### config.mk
export PLATFORM = sky130hd
export DESIGN_NAME = pulse_monitor
export DESIGN_NICKNAME = d
export VERILOG_FILES = /design/src/rtl/pulse_monitor_pkg.sv /design/src/rtl/gap_counter.sv /design/src/rtl/pulse_monitor.sv
export SDC_FILE = /design/constraint.sdc
export NUM_CORES = 1
export LEC_CHECK = 0
export ABC_AREA = 1
export BUFFER_PORTS_ARGS = -buffer_cell sky130_fd_sc_hd__clkbuf_2
export CORE_MARGIN = 1.5
export CORE_UTILIZATION = 50
export DETAILED_ROUTE_END_ITERATION = 10
export PLACE_DENSITY = 0.79
export SYNTH_ARGS = -nofsm -noshare
export SYNTH_HDL_FRONTEND = slang
export SYNTH_HIERARCHICAL = 1
export SYNTH_SLANG_ARGS = --single-unit
### constraint.sdc
create_clock -name clk -period 2 [get_ports clk]
set_input_delay 0.3 -clock clk [delete_from_list [all_inputs] [get_ports clk]]
set_output_delay 0.3 -clock clk [all_outputs]
set_load 0.005 [all_outputs]
### src/rtl/pulse_monitor_pkg.sv
// ============================================================================
// Module   : pulse_monitor_pkg
// Purpose  : Shared state encoding and default parameters for pulse_monitor.
// Revision : 1.0 - initial release
// ============================================================================
`default_nettype none

package pulse_monitor_pkg;

    typedef enum logic [1:0] {
        ST_IDLE   = 2'd0,
        ST_ACQ    = 2'd1,
        ST_LOCKED = 2'd2,
        ST_LOST   = 2'd3
    } state_t;

    localparam int DEF_N        = 7500;
    localparam int DEF_CBITS    = 13;
    localparam int DEF_TOL      = 2;
    localparam int DEF_LOCK_CNT = 2;

endpackage

`default_nettype wire

### src/rtl/gap_counter.sv
// ============================================================================
// Module   : gap_counter
// Purpose  : Cycles-since-last-pulse counter with restart and saturation.
// Revision : 1.0 - initial release
// ============================================================================
`default_nettype none

module gap_counter #(
    parameter int CBITS = 13
) (
    input  logic             clk,
    input  logic             rst_n,
    input  logic             clear_i,
    input  logic             restart_i,
    output logic [CBITS-1:0] gap_o
);

    localparam logic [CBITS-1:0] C_GAP_MAX = {CBITS{1'b1}};

    logic [CBITS-1:0] gap_q;
    logic [CBITS-1:0] gap_d;

    always_comb begin
        gap_d = gap_q;
        if (clear_i) begin
            gap_d = '0;
        end else if (restart_i) begin
            gap_d = CBITS'(1);
        end else if (gap_q != C_GAP_MAX) begin
            gap_d = gap_q + CBITS'(1);
        end
    end

    always_ff @(posedge clk or negedge rst_n) begin
        if (!rst_n) begin
            gap_q <= '0;
        end else begin
            gap_q <= gap_d;
        end
    end

    assign gap_o = gap_q;

endmodule

`default_nettype wire

### src/rtl/pulse_monitor.sv
// ============================================================================
// Module   : pulse_monitor
// Purpose  : Checks a periodic one-cycle pulse train, tracks lock and errors.
// Revision : 1.0 - initial release
// ============================================================================
`default_nettype none

module pulse_monitor
    import pulse_monitor_pkg::*;
#(
    parameter int N        = DEF_N,
    parameter int CBITS    = DEF_CBITS,
    parameter int TOL      = DEF_TOL,
    parameter int LOCK_CNT = DEF_LOCK_CNT
) (
    input  logic             clk,
    input  logic             rst_n,
    input  logic             en,
    input  logic             sig_in,
    input  logic             clr_err,
    output logic             locked,
    output logic             lost,
    output logic             period_err,
    output logic [7:0]       err_cnt,
    output logic [CBITS-1:0] last_period
);

    localparam int               C_P        = N + 1;
    localparam int               C_NEED     = $clog2(C_P + TOL + 2);
    localparam int               C_RBITS    = (LOCK_CNT < 2) ? 1 : $clog2(LOCK_CNT + 1);
    localparam logic [CBITS-1:0] C_GAP_LO   = CBITS'(C_P - TOL);
    localparam logic [CBITS-1:0] C_GAP_HI   = CBITS'(C_P + TOL);
    localparam logic [CBITS-1:0] C_GAP_LOST = CBITS'(C_P + TOL + 1);
    localparam logic [C_RBITS-1:0] C_LOCK   = C_RBITS'(LOCK_CNT);

    generate
        if (CBITS < C_NEED) begin : g_cbits_check
            $error("pulse_monitor: CBITS too small for N+1+TOL+2");
        end
    endgenerate

    // Async assert, synchronous release of the internal reset.
    logic [1:0] rst_sync_q;
    logic       rst_int_n;

    always_ff @(posedge clk or negedge rst_n) begin
        if (!rst_n) begin
            rst_sync_q <= 2'b00;
        end else begin
            rst_sync_q <= {rst_sync_q[0], 1'b1};
        end
    end

    assign rst_int_n = rst_sync_q[1];

    logic [CBITS-1:0] gap;

    gap_counter #(
        .CBITS (CBITS)
    ) u_gap (
        .clk       (clk),
        .rst_n     (rst_int_n),
        .clear_i   (!en),
        .restart_i (sig_in),
        .gap_o     (gap)
    );

    state_t             state_q, state_d;
    logic [C_RBITS-1:0] run_q, run_d;
    logic [7:0]         err_q, err_d;
    logic [CBITS-1:0]   last_q, last_d;
    logic               perr_q, perr_d;
    logic               locked_q, lost_q;
    logic               err_inc;
    logic               good;

    assign good = (gap >= C_GAP_LO) && (gap <= C_GAP_HI);

    always_comb begin
        state_d = state_q;
        run_d   = run_q;
        last_d  = last_q;
        perr_d  = 1'b0;
        err_inc = 1'b0;
        if (!en) begin
            state_d = ST_IDLE;
            run_d   = '0;
        end else begin
            case (state_q)
                ST_IDLE, ST_LOST: begin
                    if (sig_in) begin
                        state_d = ST_ACQ;
                        run_d   = '0;
                    end
                end
                ST_ACQ, ST_LOCKED: begin
                    if (sig_in) begin
                        last_d = gap;
                        if (!good) begin
                            state_d = ST_ACQ;
                            run_d   = '0;
                            perr_d  = 1'b1;
                            err_inc = 1'b1;
                        end else if (state_q == ST_ACQ) begin
                            run_d = run_q + C_RBITS'(1);
                            if (run_q + C_RBITS'(1) == C_LOCK) begin
                                state_d = ST_LOCKED;
                            end
                        end
                    end else if (gap >= C_GAP_LOST) begin
                        state_d = ST_LOST;
                        run_d   = '0;
                        err_inc = 1'b1;
                    end
                end
                default: state_d = ST_IDLE;
            endcase
        end

        // A clear request wins over any increment in the same cycle.
        err_d = err_q;
        if (clr_err) begin
            err_d = '0;
        end else if (err_inc && (err_q != 8'hFF)) begin
            err_d = err_q + 8'd1;
        end
    end

    always_ff @(posedge clk or negedge rst_int_n) begin
        if (!rst_int_n) begin
            state_q  <= ST_IDLE;
            run_q    <= '0;
            err_q    <= '0;
            last_q   <= '0;
            perr_q   <= 1'b0;
            locked_q <= 1'b0;
            lost_q   <= 1'b0;
        end else begin
            state_q  <= state_d;
            run_q    <= run_d;
            err_q    <= err_d;
            last_q   <= last_d;
            perr_q   <= perr_d;
            locked_q <= (state_d == ST_LOCKED);
            lost_q   <= (state_d == ST_LOST);
        end
    end

    assign locked      = locked_q;
    assign lost        = lost_q;
    assign period_err  = perr_q;
    assign err_cnt     = err_q;
    assign last_period = last_q;

endmodule

`default_nettype wire

# --- After elaboration in Yosys (flattened, before gate mapping) ---
# Cells that the tools add are included.
op_classes:
  add_sub_neg: 3
  n_mul: 0
  n_div: 0
  magnitude_cmp: 3
  n_eq_ne: 12
  shift: 0
  mux: 28
  bitwise_logic: 0
  reduce_logical: 8
op_table:
  columns: ["cell", "n"]
  rows:
  - ["$mux 13", 3]
  - ["$ge 13x13->1 const B", 2]
  - ["$mux 2", 13]
  - ["$mux 8", 2]
  - ["$add 13x1->13 const B", 1]
  - ["$le 13x13->1 const B", 1]
  - ["$ne 13x13->1 const B", 1]
  - ["$eq 2x2->1 const B", 5]
  - ["$add 8x1->8 const B", 1]
  - ["$mux 1", 8]
  - ["$ne 8x8->1 const B", 1]
  - ["$pmux 2 s2", 2]
  - ["$reduce_and 3->1", 2]
  - ["$ne 5x5->1 const B", 1]
  - ["$ne 4x4->1 const B", 1]
  - ["$reduce_or 2->1", 2]
  - ["$ne 3x1->1 const B", 1]
  - ["$ne 3x3->1 const B", 1]
  - ["$add 2x1->2 const B", 1]
  - ["$eq 2x1->1 const B", 1]
  - ["$logic_and 1x1->1", 2]
  - ["$logic_not 2->1", 1]
  - ["$reduce_bool 2->1", 1]
totals:
  regBits: 43
  latchBits: 0
  ram_bits: 0
  romBits: 0
  inputBits: 5
  output_inout_bits: 24
  n_memories: 0

# --- Depth between registers and ports, before layout ---
# Gate-level depths: netlist (run 1).
logic_depth:
  word_depth: 9
  ltp_mapped: 13
  depth_no_buf: 13

# --- Modules after synthesis ---
# Netlist (run 1), hierarchy kept.
modules_own_cells:
  columns: ["mod", "n_inst", "cells_each", "area_each_um2", "seq_area_each_um2"]
  rows:
  - ["pulse_monitor", 1, 190, 1582.8, 750.7]
  - ["gap_counter", 1, 105, 789.5, 325.3]

# --- Worst setup path before layout (run 1) ---
# No wires, ideal clock.
synth_timing:
  path_kind: "flip-flop to flip-flop"
  start: "register err_q[0], in the netlist err_cnt[0]"
  end: "register err_q[5], in the netlist err_cnt[5]"
  setup_ps: 118
  t_arrival_ps: 1443
  required_time_ps: 1882
  slack_ps: 439
  stages_incl_launch_ff: 12
  path_cell_list: "dfrtp_1 > ha_1 > nand2_1 > inv_2 > nand2_2 > nor2_2 > nand3_1 > nor2_2 > nor2_2 > nand2_4 > nand3_1 > nand2_1"
synth_between:
  elab_chain_cells: 3
  elab_cells_between_ends: 6
synth_lines:
  columns: ["item", "line", "rtl"]
  rows:
  - ["from (decl)", "pulse_monitor.sv:70", "logic [7:0] err_q, err_d;"]
  - ["from (signal assigned)", "pulse_monitor.sv:141", "err_q <= err_d;"]
  - ["$add 8x1->8 or $ne 8x8->1 (tied branches)", "pulse_monitor.sv:125, pulse_monitor.sv:124", null]
  - ["$mux 8 or $logic_and 1x1->1 (tied branches)", "pulse_monitor.sv:124", "end else if (err_inc && (err_q != 8'hFF)) begin"]
  - ["$mux 8 or $reduce_bool 2->1 (tied branches)", null, null]
# Parallel ways exist; a longest one is shown, timed or not. The select of a mux whose other input is x is not followed.
# A chain may end at the register's enable or synchronous reset.

# --- Final worst setup path (run 1) ---
layout_timing:
  start: "register err_q[0], in the netlist err_cnt[0]"
  end: "register err_q[2], in the netlist err_cnt[2]"
# Same word-level chain as after synthesis.

==> run summary, run 1 <==
The max-cap check violation count is 0. The total overflow left after global routing is 0. The via-per-instance ratio works out to 5.36. Cell type with the highest aggregate area in the netlist: dfrtp_1.

Gates resized during post-CTS repair numbered 0. The detail route stage leaves a number of antenna-violating nets equal to 0. The count of boundary I/O pins was 29. The cell count of the worst reg-to-reg path works out to 11. Placed instance area: 2580 um2. The run finished with clean final reports.

The tools report the post-synth net total as 304. The slack of the worst reg-to-reg path is 0.25 ns, and the die height is 71.9 um. The share of cells above drive strength 1 is 20.9%, and the total design power is 1.89 mW. Yosys mapped a number of flops with a built-in enable equal to 0. Final number of setup-violating endpoints: 0. The number of buffers inserted during clock tree synthesis was 5. Between clock sinks in the finished design, the worst skew comes to 0.00764 ns. The top cell type by area accounts for 45.4% of the synthesized area.

The hold violation count in the final report was 0. Synthesis handed over a netlist of 295 instances. The commonest cells after synthesis are nand2_1, dfrtp_1, inv_1. The synthesis-to-layout area growth works out to 13.4%. The CTS sink count is 43.

The cell with the most instances after synthesis was nand2_1. Cells fill 60.1% of the core in the end. For the overall die area, the log shows 5170 um2. After clock tree synthesis, the clock-pin slew on the worst setup and hold paths is 0.08 ns. For the count of warnings emitted by yosys, the log shows 6.

The logs give 2 for the clock tree buffer depth and 122 for the starting DRC count in detailed routing. The mean instance size in the synthesized netlist is 8.04 um2, and the portion of the post-synthesis area used by sequential elements is 45.4%. The critical register-to-register path endpoint was err_cnt[2]. Total routing resource utilization after global routing: 19.6%. Buffers placed on the I/O ports in this run total 28.

After synthesis, the netlist uses 33 different library cells. Entering global routing, the biggest net connects 30 pins. STA puts the critical path data required time at 2.20 ns. The number of antenna violations at the first check in global routing was 0; the cell row count was 24. After synthesis the cells add up to 2370 um2. For this design the static power due to leakage is 1.43 nW.

The tree is rooted in a clkbuf_8. The min-delay analysis places its worst path in the category flop to asynchronous set/reset pin. CTS built an H-tree with a depth of 2.

After synthesis the netlist holds a flip-flop and latch count of 43. The count of cells in the finished layout, fillers not included, comes to 382. The final layout contains routed wiring with a total length of 4.68 mm.

In the post-synthesis netlist, the biggest area contributors are dfrtp_1, nand2_1, nand3_1, nand4_1, inv_1. Once routing completed, OpenROAD measured the worst setup slack at 0.246 ns. The layout has 402 filler cells. From left edge to right edge, the die measures 71.9 um.

For this run, the leading register cell type out of synthesis is dfrtp_1. Beginning of the worst register-to-register path: err_cnt[0]. Setup repair after global routing left no endpoint under its margin. The maximum clock frequency was 0.570 GHz. For this run, asynchronously set or reset flops after synthesis account for 100%. The run gives 2048 as the number of vias after detailed routing. STA classifies the critical path endpoint as a flop.

The run gives 0.849 as the routability-driven placement congestion ratio. Prior to clock tree synthesis, the placed netlist has a worst setup slack of 0.303 ns. The final number of max-transition violations was 0. The number of antenna diodes in the final layout is 0. The worst path uses 87.7% of the clock period. TritonCTS built the clock tree. IR analysis of the VDD net gives a maximum drop of 0.612 mV.

For the clock insertion delay at the later pin of the skew report, the log shows 0.30 ns. Counting tap cells, the placed design contains a total of 373 instances. The finished cells cover 2690 um2. The first global-routing pass estimated 7.94 mm of wire. Once the floorplan was initialized, standard cells occupied 53.0% of the core. The half-perimeter wire length after placement is 3.44 mm, and the hold buffer count at CTS is 1. The shortest clock period the worst path allows after layout is 1.75 ns.

Startpoint type of the worst setup path: a flop. Via count of the first global-routing pass: 1800. For the endpoint arrival time on the critical path, the log shows 1.95 ns. Transition time at the pin with the least slew margin: 0.552 ns. The critical path is of the flop to flop type. The tools report the iteration count of the initial detailed-routing pass as 4. In the final routed layout, each cell accounts on average for 12.3 um.

For the total negative slack for setup checks, the log shows 0 ns. In this run the tightest slew margin relative to its limit is 63.2%. The power per unit of standard cell area was 703 nW/um2; the post-CTS setup-driven buffer insertion count was 0. The total area inside the core boundary comes to 4470 um2. For the worst slack on hold paths, the log shows 0.220 ns. For this run, the post-layout net count is 338. The count of unresolved DRC violations after routing was 0; the highest net fanout along the worst path was 9.
==> routing by layer <==
| metal | GRT usage, % | routed length [um] |
|---|---|---|
| met5 | 0 | 0 |
| met4 | 6.92 | 67 |
| met3 | 4.36 | 200 |
| met2 | 30.3 | 2080 |
| met1 | 27.2 | 2340 |
==> worst max-delay path: stages (launching register included) <==
cell	delay, ns
dfrtp_1	0.42
ha_1	0.22
nand2_1	0.08
inv_2	0.04
nand2_2	0.08
nor2_2	0.06
nand3_1	0.10
nor2_2	0.05
nor2_2	0.32
nand2_4	0.13
nand3_1	0.09
nand2_1	0.06
==> cells by family (layout without fill, tap and decap cells) <==
group	Yosys count	count (layout)	share of synthesized area, %
buffers and inverters	46	81	7.86
AO/OA/AOI/OAI	21	21	5.27
AND/OR/NAND/NOR	168	168	34.0
multiplexers	8	8	3.80
other	1	1	0.158
flip-flops	43	43	45.4
adder cells (fa/ha/maj)	4	4	2.11
XOR/XNOR	4	4	1.48
==> layout make-up <==
cell class              instances  area (um2)  share of cell area (%)
inverters                      41         154                    5.72
clock buffers                   8         100                    3.72
repair buffers                 32         185                    6.88
well taps                      52        65.1                    2.42
multi-input cells             206        1110                    41.3
flip-flops and latches         43        1080                    40.0
==> registers in the layout, indices dropped and copies added, names as in the netlist <==
| signal | count |
|---|---|
| err_cnt | 8 |
| last_period | 13 |
| locked | 1 |
| lost | 1 |
| period_err | 1 |
| rst_sync_q | 2 |
| run_q | 2 |
| state_q | 2 |
| u_gap/gap_o | 13 |
==> cell usage in the layout (no fill, tap or decap), drive strengths merged <==
cell type,count
nand2,85
dfrtp,43
inv,41
clkbuf,36
nand3,32
nor2,24
nand4,19
o21ai,12
mux2,8
a21oi,5
or2,5
ha,4
xor2,3
nor3,3
buf,3
a31oi,1
a211oi,1
xnor2,1
dlygate4sd3,1
conb,1
o21bai,1
a21boi,1
==> power by group <==
group          internal (mW)  switching (mW)  total, mW
registers              0.923          0.0377      0.961
clock network          0.315           0.288      0.603
logic                  0.120           0.206      0.326
total                   1.36           0.531       1.89
==> worst max-delay path by stage <==
stage / start / to / slack, ns / depth (start not counted)
after detailed placement: err_cnt[0] / err_cnt[2] / 0.30 / 11
after CTS: err_cnt[0] / err_cnt[2] / 0.26 / 11
after global placement: err_cnt[0] / err_cnt[0] / 0.35 / 11
after floorplan: err_cnt[0] / err_cnt[5] / 0.44 / 11
final: err_cnt[0] / err_cnt[2] / 0.25 / 11
after global routing: err_cnt[0] / err_cnt[2] / 0.05 / 11
(Power assumes the default switching activity.)
==> run 2: changes to the inputs <==
--- a/config.mk
+++ b/config.mk
@@ -11,6 +11,7 @@
 export CORE_UTILIZATION = 50
 export DETAILED_ROUTE_END_ITERATION = 10
 export PLACE_DENSITY = 0.79
+export REMOVE_ABC_BUFFERS = 1
 export SYNTH_ARGS = -nofsm -noshare
 export SYNTH_HDL_FRONTEND = slang
 export SYNTH_HIERARCHICAL = 1
==> constraint.sdc (replaced) <==
create_clock -name clk -period 1.85 [get_ports clk]
set_input_delay 0.2775 -clock clk [delete_from_list [all_inputs] [get_ports clk]]
set_output_delay 0.2775 -clock clk [all_outputs]
set_load 0.005 [all_outputs]
==> run summary, run 2 (same netlist as run 1, synthesis figures left out) <==
The clock insertion delay at the later pin of the skew report is 0.30 ns, and the routability-driven placement congestion ratio is 0.831. The number of vias after detailed routing came out at 2017. The worst path meets setup with 0.195 ns of slack. Before CTS, the worst setup slack after placement is 0.0986 ns. The synthesis-to-layout area growth was 12.3%. The final critical path takes up 89.5% of the cycle. The highest net fanout along the worst path came out at 9. CTS root buffer: clkbuf_8.

After layout, the minimum clock period comes to 1.65 ns. The power per unit of standard cell area is 738 nW/um2, and the total global routing overflow is 0. Startpoint type of the worst setup path: a flop. For the final setup skew, the log shows 0.0104 ns.

Type of element capturing the critical path: a flop. The routed length per instance was 12.1 um. In the final design database the tool counted 338 nets. The run gives 0 as the number of antenna violations at the first check in global routing. The area of the core was 4470 um2.

In this run the critical register-to-register path is launched from err_cnt[0]. The share of cells above drive strength 1 is 21.0%, and the final-layout fill cell count is 410. The tools report the critical register-to-register path endpoint as err_cnt[6]. Adding up every negative setup slack in the final design gives 0 ns. The global-route wire length before repair is 7.91 mm, and the via-per-instance ratio is 5.29.

Transition time at the pin with the least slew margin: 0.516 ns. The library cells used most frequently in the layout, excluding fill and tap cells, are nand2_1, dfrtp_1, inv_1. 29 I/O pins were placed. The tools report the slack of the worst reg-to-reg path as 0.20 ns.

The repair_antennas step left the layout with diodes totalling 0. The x dimension of the die works out to 71.9 um. The critical path is of the flop to flop type. The first routing iteration left 76 violations. The count of nets left with antenna violations after detail routing was 0.

The final number of setup-violating endpoints was 0. For this run, the top clock speed supported by timing is 0.604 GHz. The worst slew slack as a fraction of its limit came out at 65.6%. TritonCTS created 5 clock buffers. The worst register-to-register path has a depth of 11. The initial utilization of the core area, before any placement, comes to 53.0%. The number of placed instances, taps included, is 373.

STA puts the critical path data required time at 2.04 ns. The flow ran to the end, and the final reports show no timing, DRC or antenna violations. The library cell used most frequently in the layout, excluding fill and tap cells, is nand2_1. The number of port buffers is 28, and the count of unresolved DRC violations after routing is 0. The overall die area was 5170 um2; the post-CTS clock slew at the launch and capture registers of the worst setup and hold paths was 0.08 ns.

The final number of max-transition violations was 0; the clock tree buffer depth was 2. The half-perimeter wire length after placement came out at 3.41 mm. The tree built by TritonCTS fans out to 43 sinks. TritonCTS built the clock tree.

Die height: 71.9 um. The tools report the standby leakage power as 1.42 nW. The via count of the first global-routing pass was 1857.

The hold violation count in the final report was 0. The endpoint arrival time on the critical path was 1.84 ns. Total length of routed wires: 4.59 mm. The finished layout holds 381 standard cells, fillers aside. The cell row count came out at 24. Setup repair after global routing left no endpoint under its margin. Largest net degree at the start of global routing: 42.

The tools report the total routing resource utilization after global routing as 19.4%. The iteration count of the initial detailed-routing pass was 4; the max-cap check violation count was 0. The worst IR drop on VDD was 0.503 mV; the number of H-tree levels was 2. In this run the worst hold path is classified as input port to asynchronous set/reset pin.
==> run 2: changes by cell type in the layout (fill, tap and decap cells not counted), sizes merged <==
cell	change
clkbuf	-3
clkinv	+2
==> run 2: final cells by class <==
type	count	area, um2	share of cell area, %
Multi-Input combinational cell	206	1110	41.8
Sequential cell	43	1080	40.4
Timing Repair Buffer	32	173	6.48
Inverter	41	154	5.77
Clock buffer	5	68.8	2.58
Tap cell	52	65.1	2.44
Clock inverter	2	13.8	0.516
==> run 2: worst max-delay path, stage by stage (launching register included) <==
cell     delay [ns]
dfrtp_1        0.43
ha_1           0.23
nand2_1        0.08
inv_2          0.04
nand2_2        0.07
nor2_2         0.04
nand3_1        0.09
nor2_2         0.06
nor2_4         0.22
nand2_4        0.12
nand3_1        0.10
nand2_1        0.06
==> run 2: repair_timing <==
item | in CTS | in global routing
buffers inserted | 0 | 0
gates resized for setup | 0 | 1
endpoints found under the setup margin | 0 | 8
hold buffers | 1 | 0
hold endpoints to repair | 2 | 0
==> run 2: per-layer routing <==
metal	share of wire (%)	routed length, um	GRT usage (%)	vias up
met5	0	0	0	-
met4	1.3	59	5.66	0
met3	4.1	187	3.94	7
met2	48	2220	34.6	47
met1	46	2130	23.7	941
li1	-	-	-	1022
==> run 2: worst max path at each step <==
stage	startpoint	endpoint	slack (ns)
2_1_floorplan	state_q[0]	run_q[0]	-0.02
6_report	err_cnt[0]	err_cnt[6]	0.20
3_5_place_dp	err_cnt[0]	err_cnt[6]	0.1
3_3_place_gp	err_cnt[0]	err_cnt[0]	0.19
4_1_cts	err_cnt[0]	err_cnt[6]	0.08
5_1_grt	u_gap/gap_o[5]	err_cnt[4]	0.06
==> run 2: report_power, final <==
group	internal (mW)	switching (mW)
clock	0.258	0.310
combinational	0.131	0.233
sequential	0.998	0.0367
==> run 2: through the flow <==
step / area [um2] / utilization, % / hold WS, ns / total power, mW
detailed placement: 2570 / 57.4 / 0.0662 / 1.41
global placement: 2570 / 57.4 / 0.0648 / 1.40
CTS: 2660 / 59.5 / 0.276 / 1.98
floorplan: 2340 / - / -0.0181 / 1.29
finish: 2670 / 59.6 / 0.286 / 1.97
global route: 2670 / 59.6 / 0.289 / 2.07
